===== src/rtl/dcache_pkg.sv =====
// Shared definitions for the data-cache miss/refill path.
//  - Set-image bit positions (two ways + LRU bit, 109 bits total)
//  - Tag/word widths, miss mode encodings
//  - Refill FSM state enum
package dcache_pkg;

    localparam int SET_BITS = 109;
    localparam int TAG_W    = 20;
    localparam int WORD_W   = 32;

    // [108]V1 [107]LRU [106]D1 [105:86]T1 [85:54]W1 | [53]V0 [52]D0 [51:32]T0 [31:0]W0
    localparam int V1_B  = 108;
    localparam int LRU_B = 107;
    localparam int D1_B  = 106;
    localparam int T1_HI = 105;
    localparam int T1_LO = 86;
    localparam int W1_HI = 85;
    localparam int W1_LO = 54;
    localparam int V0_B  = 53;
    localparam int D0_B  = 52;
    localparam int T0_HI = 51;
    localparam int T0_LO = 32;
    localparam int W0_HI = 31;
    localparam int W0_LO = 0;

    localparam logic [1:0] MODE_RD   = 2'b01;
    localparam logic [1:0] MODE_WBRD = 2'b10;

    typedef enum logic [2:0] {
        ST_IDLE,
        ST_WB,
        ST_RD,
        ST_RWAIT,
        ST_FILL
    } state_e;

endpackage


===== src/rtl/dcache_set_merge.sv =====
// Combinational victim selection and refilled set-image construction.
//  set_in       in   current set image
//  fill_tag     in   tag of the missing address
//  fill_word    in   word returned by memory
//  victim_dirty out  victim way is valid and dirty (needs writeback)
//  victim_tag   out  victim way tag
//  victim_word  out  victim way data word
//  fill_set     out  set_in with victim way replaced and LRU updated
module dcache_set_merge
    import dcache_pkg::*;
(
    input  logic [SET_BITS-1:0] set_in,
    input  logic [TAG_W-1:0]    fill_tag,
    input  logic [WORD_W-1:0]   fill_word,
    output logic                victim_dirty,
    output logic [TAG_W-1:0]    victim_tag,
    output logic [WORD_W-1:0]   victim_word,
    output logic [SET_BITS-1:0] fill_set
);

    logic victim_way;

    // Invalid ways are used first; with both valid, LRU=1 names way0 as LRU.
    always_comb begin
        if (!set_in[V0_B])      victim_way = 1'b0;
        else if (!set_in[V1_B]) victim_way = 1'b1;
        else                    victim_way = ~set_in[LRU_B];
    end

    always_comb begin
        fill_set = set_in;
        if (victim_way) begin
            victim_dirty = set_in[V1_B] & set_in[D1_B];
            victim_tag   = set_in[T1_HI:T1_LO];
            victim_word  = set_in[W1_HI:W1_LO];
            fill_set[V1_B]        = 1'b1;
            fill_set[D1_B]        = 1'b0;
            fill_set[T1_HI:T1_LO] = fill_tag;
            fill_set[W1_HI:W1_LO] = fill_word;
            fill_set[LRU_B]       = 1'b1;
        end else begin
            victim_dirty = set_in[V0_B] & set_in[D0_B];
            victim_tag   = set_in[T0_HI:T0_LO];
            victim_word  = set_in[W0_HI:W0_LO];
            fill_set[V0_B]        = 1'b1;
            fill_set[D0_B]        = 1'b0;
            fill_set[T0_HI:T0_LO] = fill_tag;
            fill_set[W0_HI:W0_LO] = fill_word;
            fill_set[LRU_B]       = 1'b0;
        end
    end

endmodule


===== src/rtl/dcache_refill_ctrl.sv =====
// Data-cache miss/refill controller. Captures one miss, optionally writes back
// the dirty victim word, reads the missing word and returns the refilled set
// image as a single-cycle fill pulse.
//  CLK, RESET                 clock, async active-low reset
//  miss_valid/mode/addr/set   miss request from the cache compare stage
//  busy                       miss in flight (capture through FILL)
//  fill_valid, fill_line      one-cycle refilled set image
//  err                        one-cycle pulse when a memory handshake times out
//  mem_req_*                  memory request channel (valid/ready)
//  mem_rsp_valid/data         memory read response
module dcache_refill_ctrl
    import dcache_pkg::*;
#(
    parameter int ADDR_W  = 32,
    parameter int LINE_W  = SET_BITS,
    parameter int TIMEOUT = 255
) (
    input  logic              CLK,
    input  logic              RESET,
    input  logic              miss_valid,
    input  logic [1:0]        miss_mode,
    input  logic [ADDR_W-1:0] miss_addr,
    input  logic [LINE_W-1:0] miss_set,
    output logic              busy,
    output logic              fill_valid,
    output logic [LINE_W-1:0] fill_line,
    output logic              err,
    output logic              mem_req_valid,
    input  logic              mem_req_ready,
    output logic              mem_req_we,
    output logic [ADDR_W-1:0] mem_req_addr,
    output logic [31:0]       mem_req_wdata,
    input  logic              mem_rsp_valid,
    input  logic [31:0]       mem_rsp_data
);

    localparam int CNT_W = $clog2(TIMEOUT + 1);
    localparam logic [CNT_W-1:0] TMO_LAST = CNT_W'(TIMEOUT - 1);

    state_e            state_q, state_d;
    logic [ADDR_W-1:0] addr_q;
    logic [LINE_W-1:0] set_q;
    logic [CNT_W-1:0]  tmo_cnt;

    logic [ADDR_W-1:0] cur_addr;
    logic [LINE_W-1:0] cur_set;
    logic              victim_dirty;
    logic [TAG_W-1:0]  victim_tag;
    logic [31:0]       victim_word;
    logic [LINE_W-1:0] fill_set;

    logic capture, load_wb, load_rd, rsp_take, tmo_fire, cnt_clr, cnt_inc;
    logic unused_addr_lo;

    // In IDLE the merge logic looks at the incoming request so the WB/RD
    // decision and the first memory address are ready at the capture edge.
    assign cur_addr = (state_q == ST_IDLE) ? miss_addr : addr_q;
    assign cur_set  = (state_q == ST_IDLE) ? miss_set  : set_q;
    assign unused_addr_lo = ^addr_q[1:0];

    dcache_set_merge u_merge (
        .set_in       (cur_set),
        .fill_tag     (cur_addr[ADDR_W-1 -: TAG_W]),
        .fill_word    (mem_rsp_data),
        .victim_dirty (victim_dirty),
        .victim_tag   (victim_tag),
        .victim_word  (victim_word),
        .fill_set     (fill_set)
    );

    always_ff @(posedge CLK or negedge RESET) begin
        if (!RESET) state_q <= ST_IDLE;
        else        state_q <= state_d;
    end

    always_comb begin
        state_d  = state_q;
        capture  = 1'b0;
        load_wb  = 1'b0;
        load_rd  = 1'b0;
        rsp_take = 1'b0;
        tmo_fire = 1'b0;
        cnt_clr  = 1'b0;
        cnt_inc  = 1'b0;
        case (state_q)
            ST_IDLE: begin
                if (miss_valid && (miss_mode == MODE_RD || miss_mode == MODE_WBRD)) begin
                    capture = 1'b1;
                    cnt_clr = 1'b1;
                    if (miss_mode == MODE_WBRD && victim_dirty) begin
                        load_wb = 1'b1;
                        state_d = ST_WB;
                    end else begin
                        load_rd = 1'b1;
                        state_d = ST_RD;
                    end
                end
            end
            ST_WB, ST_RD, ST_RWAIT: begin
                if (state_q == ST_RWAIT ? mem_rsp_valid : mem_req_ready) begin
                    cnt_clr  = 1'b1;
                    load_rd  = (state_q == ST_WB);
                    rsp_take = (state_q == ST_RWAIT);
                    state_d  = (state_q == ST_WB) ? ST_RD :
                               (state_q == ST_RD) ? ST_RWAIT : ST_FILL;
                end else if (tmo_cnt == TMO_LAST) begin
                    tmo_fire = 1'b1;
                    state_d  = ST_IDLE;
                end else begin
                    cnt_inc = 1'b1;
                end
            end
            ST_FILL: state_d = ST_IDLE;
            default: state_d = ST_IDLE;
        endcase
    end

    always_ff @(posedge CLK or negedge RESET) begin
        if (!RESET) begin
            addr_q        <= '0;
            set_q         <= '0;
            tmo_cnt       <= '0;
            fill_line     <= '0;
            err           <= 1'b0;
            mem_req_we    <= 1'b0;
            mem_req_addr  <= '0;
            mem_req_wdata <= '0;
        end else begin
            if (capture) begin
                addr_q <= miss_addr;
                set_q  <= miss_set;
            end
            // Request fields only change on entry to WB/RD, so they hold
            // steady for as long as the memory stalls.
            if (load_wb) begin
                mem_req_we    <= 1'b1;
                mem_req_addr  <= {victim_tag, cur_addr[11:2], 2'b00};
                mem_req_wdata <= victim_word;
            end else if (load_rd) begin
                mem_req_we    <= 1'b0;
                mem_req_addr  <= {cur_addr[ADDR_W-1:2], 2'b00};
            end
            if (rsp_take) fill_line <= fill_set;
            err <= tmo_fire;
            if (cnt_clr)      tmo_cnt <= '0;
            else if (cnt_inc) tmo_cnt <= tmo_cnt + 1'b1;
        end
    end

    assign busy          = (state_q != ST_IDLE);
    assign fill_valid    = (state_q == ST_FILL);
    assign mem_req_valid = (state_q == ST_WB) || (state_q == ST_RD);

endmodule

===== config.mk =====
export PLATFORM = sky130hd
export DESIGN_NAME = dcache_refill_ctrl
export DESIGN_NICKNAME = d
export VERILOG_FILES = /design/src/rtl/dcache_pkg.sv /design/src/rtl/dcache_set_merge.sv /design/src/rtl/dcache_refill_ctrl.sv
export SDC_FILE = /design/constraint.sdc
export NUM_CORES = 1
export LEC_CHECK = 0
export ABC_AREA = 1
export BUFFER_PORTS_ARGS = -buffer_cell sky130_fd_sc_hd__buf_4
export CAP_MARGIN = 20
export CELL_PAD_IN_SITES_DETAIL_PLACEMENT = 1
export CELL_PAD_IN_SITES_GLOBAL_PLACEMENT = 2
export CORE_MARGIN = 1
export CORE_UTILIZATION = 33
export DETAILED_ROUTE_END_ITERATION = 6
export GPL_TIMING_DRIVEN = 0
export PLACE_DENSITY = 0.89
export SLEW_MARGIN = 20
export SYNTH_ARGS = -nofsm -noshare
export SYNTH_HDL_FRONTEND = slang
export SYNTH_HIERARCHICAL = 1
export SYNTH_SLANG_ARGS = --single-unit

===== constraint.sdc =====
create_clock -name CLK -period 4.3 [get_ports CLK]
set_input_delay 0.86 -clock CLK [delete_from_list [all_inputs] [get_ports CLK]]
set_output_delay 0.86 -clock CLK [all_outputs]
set_load 0.01 [all_outputs]

==> results.md <==
- Outcome: completed
- Ys async rst share: 100.0%
- CTS buffer count: between 40 and 50
- Clock tree buffer depth: 3
- Max-cap viol count: 0
- Final Hold Vio Count: 0
- Crit path DAT: about 4.4 ns
- Row count: ~80
- CP Max Fanout: 10
- Most used cell, CP: nand2_1
- RePlAce Congestion: 0.8994
- Register area: about 0.0081 mm2
- LEAKAGE: 12.25 nW
- Routed Antenna Nets: 0
- EDFF count, synth: 0
- Worst setup path start: state_q[0]
- Max-slew violations: 0
- Synth Instances: 2,349
- Final core area utilization: a little over two fifths
- Iteration-0 DRC Markers: approximately 1,000
- Commonest non-fill, non-tap cell in the layout: nand2_1
- DPL Wire Length: ~52,000 um
- Mapped cell area: ~0.017 mm2
- Critical path's largest stage delay: 0.32 ns
- Drt drc: 0
- Setup Crit Path Kind: reg2reg
- Power density cells: 828.9 mW/mm2
- Layout area overhead: 30.50%
- Die Y: around 230 um
- Clk_lat worst skew: about 0.57 ns
- H-tree levels: 2
- Clk slew on worst S/H paths: about 0.06 ns
- Sw Pwr: 8.210 mW
- Buf/Inv on CP: 9
- RSZ-0062 raised after global routing: no
- Clock Sinks: between 300 and 400
- Routed vias/inst: about 5
- Multi-input logic area: about 0.0071 mm2
- CP startpoint kind: register
- Hold/Removal Path Class: in2async
- Clock period minus worst slack: roughly 4 ns
- Die Footprint: a little over 0.05 mm2
- Most used DFF post-synth: dfrtp_1
- Last element of the critical path: mem_req_addr[4]
- Internal: just under 10 mW
- Number of nets in the layout: 2,933
- Hold_buf cts: 0
- #FFs+latches synth: around 320
- Switching Fraction: a little under half
- Initial antenna violation count: 5
- Crit path depth: 20
- Critical Path RT: approximately 4.8 ns
- Core area: roughly 0.049 mm2
- First-pass GRT wire length: between 100,000 and 150,000 um
- CTS tree: yes
- Port bufs: around 350
- DRT Wirelength: between 60,000 and 70,000 um
- R2R depth: 20
- Worst slew margin: between 40% and 50%
- Fill cells: 6,281
- Via count: around 17,000
- Critical path's top delay family: buffers and inverters
- Pin count of the biggest net entering global routing: 97
- Fmax: ~260 MHz
- CP Capture Type: register
- Reg-to-reg slack, setup: 0.38 ns
- Comb pwr share: 50.9%
- Sequential area share after synthesis: between 40 and 50%
- CTS Root Cell: clkbuf_16
- Clk pwr share: a little over a fifth
- Max VDD drop: roughly 330 uV
- Final setup fails: 0
- Worst slew pin tran: 0.8394 ns
- Share of cells above drive strength 1: approximately a fifth
- Starting Density: between 30 and 40%
- GRT Total Usage: a little over a quarter
- Reg-to-Reg End: mem_req_addr[4]
- Drt wl/cell: between 15 and 20 um
- Fin Hold WS: between 0.2 and 0.25 ns
- Worst r2r src: state_q[0]
- Die width: around 230 um
- Synth unique cells: 26
- Vias in the first global route: approximately 18,000
- Reg power frac: about 28%
- Period utilization: 91.07%
- Most frequent cells in the layout: 1,208 x nand2_1, 373 x buf_4, 323 x dfrtp_1, 235 x o21ai_0, 178 x nand3_1
- # IOs: 358
- CP Cell Sequence: buf_2 > nor2_4 > nand2_2 > buf_6 > buf_2 > buf_2 > nand2_1 > o21ai_0 > buf_4 > buf_4 > nand4_1 > nand2_1 > nand2_1 > inv_1 > nand2_2 > nand3_2 > inv_2 > buf_2 > nand2_1 > nand2_1
- TritonRoute pass-1 iters: 5
- Grt ovf: 0
- Synth warn: 6
- Slowest-stage cell, CP: buf_2
- Avg Synthesized Cell Area: ~7 um2
- Fin Clk Skew: about 0.023 ns
-- cell usage after synthesis (2+ instances only) --
cell / number / share of area (%)
nand2_1: 1209 / 27
dfrtp_1: 323 / 49
o21ai_0: 236 / 7.1
nand3_1: 178 / 5.4
inv_1: 160 / 3.6
buf_2: 86 / 2.6
clkbuf_1: 45 / 1.0
o21ai_1: 42 / 1.3
buf_4: 21 / 0.95
nor2_1: 13 / 0.29
buf_6: 6 / 0.41
inv_2: 4 / 0.090
nand4_1: 4 / 0.15
ha_1: 3 / 0.23
nand2_2: 3 / 0.11
xor2_1: 3 / 0.16
conb_1: 2 / 0.045
nor2_4: 2 / 0.14
or2_2: 2 / 0.075
-- metal layers --
layer	vias to the layer above	wire length, um	global-route usage [%]
li1	8069	-	-
met1	8313	30780	35.62
met2	417	32520	44.61
met3	113	3497	4.134
met4	4	2067	9.394
met5	-	23	0
-- timing repair --
action	4_1_cts	5_1_grt
setup buffers	0	1
pin swaps	0	1
gates resized for setup	1	12
setup endpoints to repair	60	63
-- worst min-delay path by stage --
stage                     startpoint               end  slack (ns)  cells after the start
finish                         RESET      fill_line[4]        0.23                      1
global route                   RESET    fill_line[106]        0.25                      1
CTS                            RESET      fill_line[4]        0.22                      1
detailed placement   mem_req_addr[2]   mem_req_addr[2]        0.47                      2
global placement    mem_req_addr[10]  mem_req_addr[10]        0.46                      2
floorplan                 addr_q[11]        addr_q[11]        0.45                      2
-- metrics by stage --
stage | instances | TNS [ns] | setup slack [ns] | total power, mW | cell area (um2)
6_report | 3448 | 0 | 0.3838 | 17.95 | 21660
5_1_grt | 3447 | 0 | 0.05678 | 19.29 | 21660
4_1_cts | 3444 | 0 | 0.02576 | 18.04 | 21620
3_5_place_dp | 3370 | -5.737 | -0.1615 | 14.19 | 20170
3_3_place_gp | 3367 | -249.74 | -0.8131 | 13.88 | 20080
2_1_floorplan | 2350 | 0 | 1.562 | 10.40 | 16600
-- layout make-up --
| class | instances | share of cell area, % |
|---|---|---|
| Clock buffer | 60 | 5.633 |
| Multi-Input combinational cell | 1703 | 32.65 |
| Antenna cell | 3 | 0.03466 |
| Inverter | 164 | 2.842 |
| Clock inverter | 14 | 1.057 |
| Tap cell | 664 | 3.836 |
| Sequential cell | 323 | 37.32 |
| Buffer | 160 | 3.888 |
| Timing Repair Buffer | 357 | 12.74 |
-- logic make-up (layout without fill, tap and decap cells) --
kind of cell | count (synthesis) | after routing | share of synthesized area, %
simple gates | 1414 | 1414 | 33.67
buf+inv | 324 | 755 | 8.730
flops | 323 | 323 | 48.70
compound gates | 280 | 280 | 8.466
fa+ha+maj | 3 | 3 | 0.2262
xor+xnor | 3 | 3 | 0.1584
other cells | 2 | 6 | 0.04525
-- power by group through the flow --
| stage | clock, mW | sequential, mW | combinational (mW) |
|---|---|---|---|
| detailed placement | 0 | 5.11 | 9.09 |
| floorplan | 0 | 5.20 | 5.20 |
| finish | 3.73 | 5.09 | 9.13 |
| global route | 3.91 | 5.23 | 10.1 |
| global placement | 0 | 5.05 | 8.84 |
| CTS | 3.81 | 5.08 | 9.15 |
-- sequential cells by signal, indices dropped and copies added (netlist names) --
| name | count |
|---|---|
| state_q | 3 |
| mem_req_we | 1 |
| tmo_cnt | 8 |
| err | 1 |
| set_q | 109 |
| fill_line | 109 |
| mem_req_addr | 30 |
| addr_q | 30 |
| mem_req_wdata | 32 |
Power figures use the tool's default switching activity.
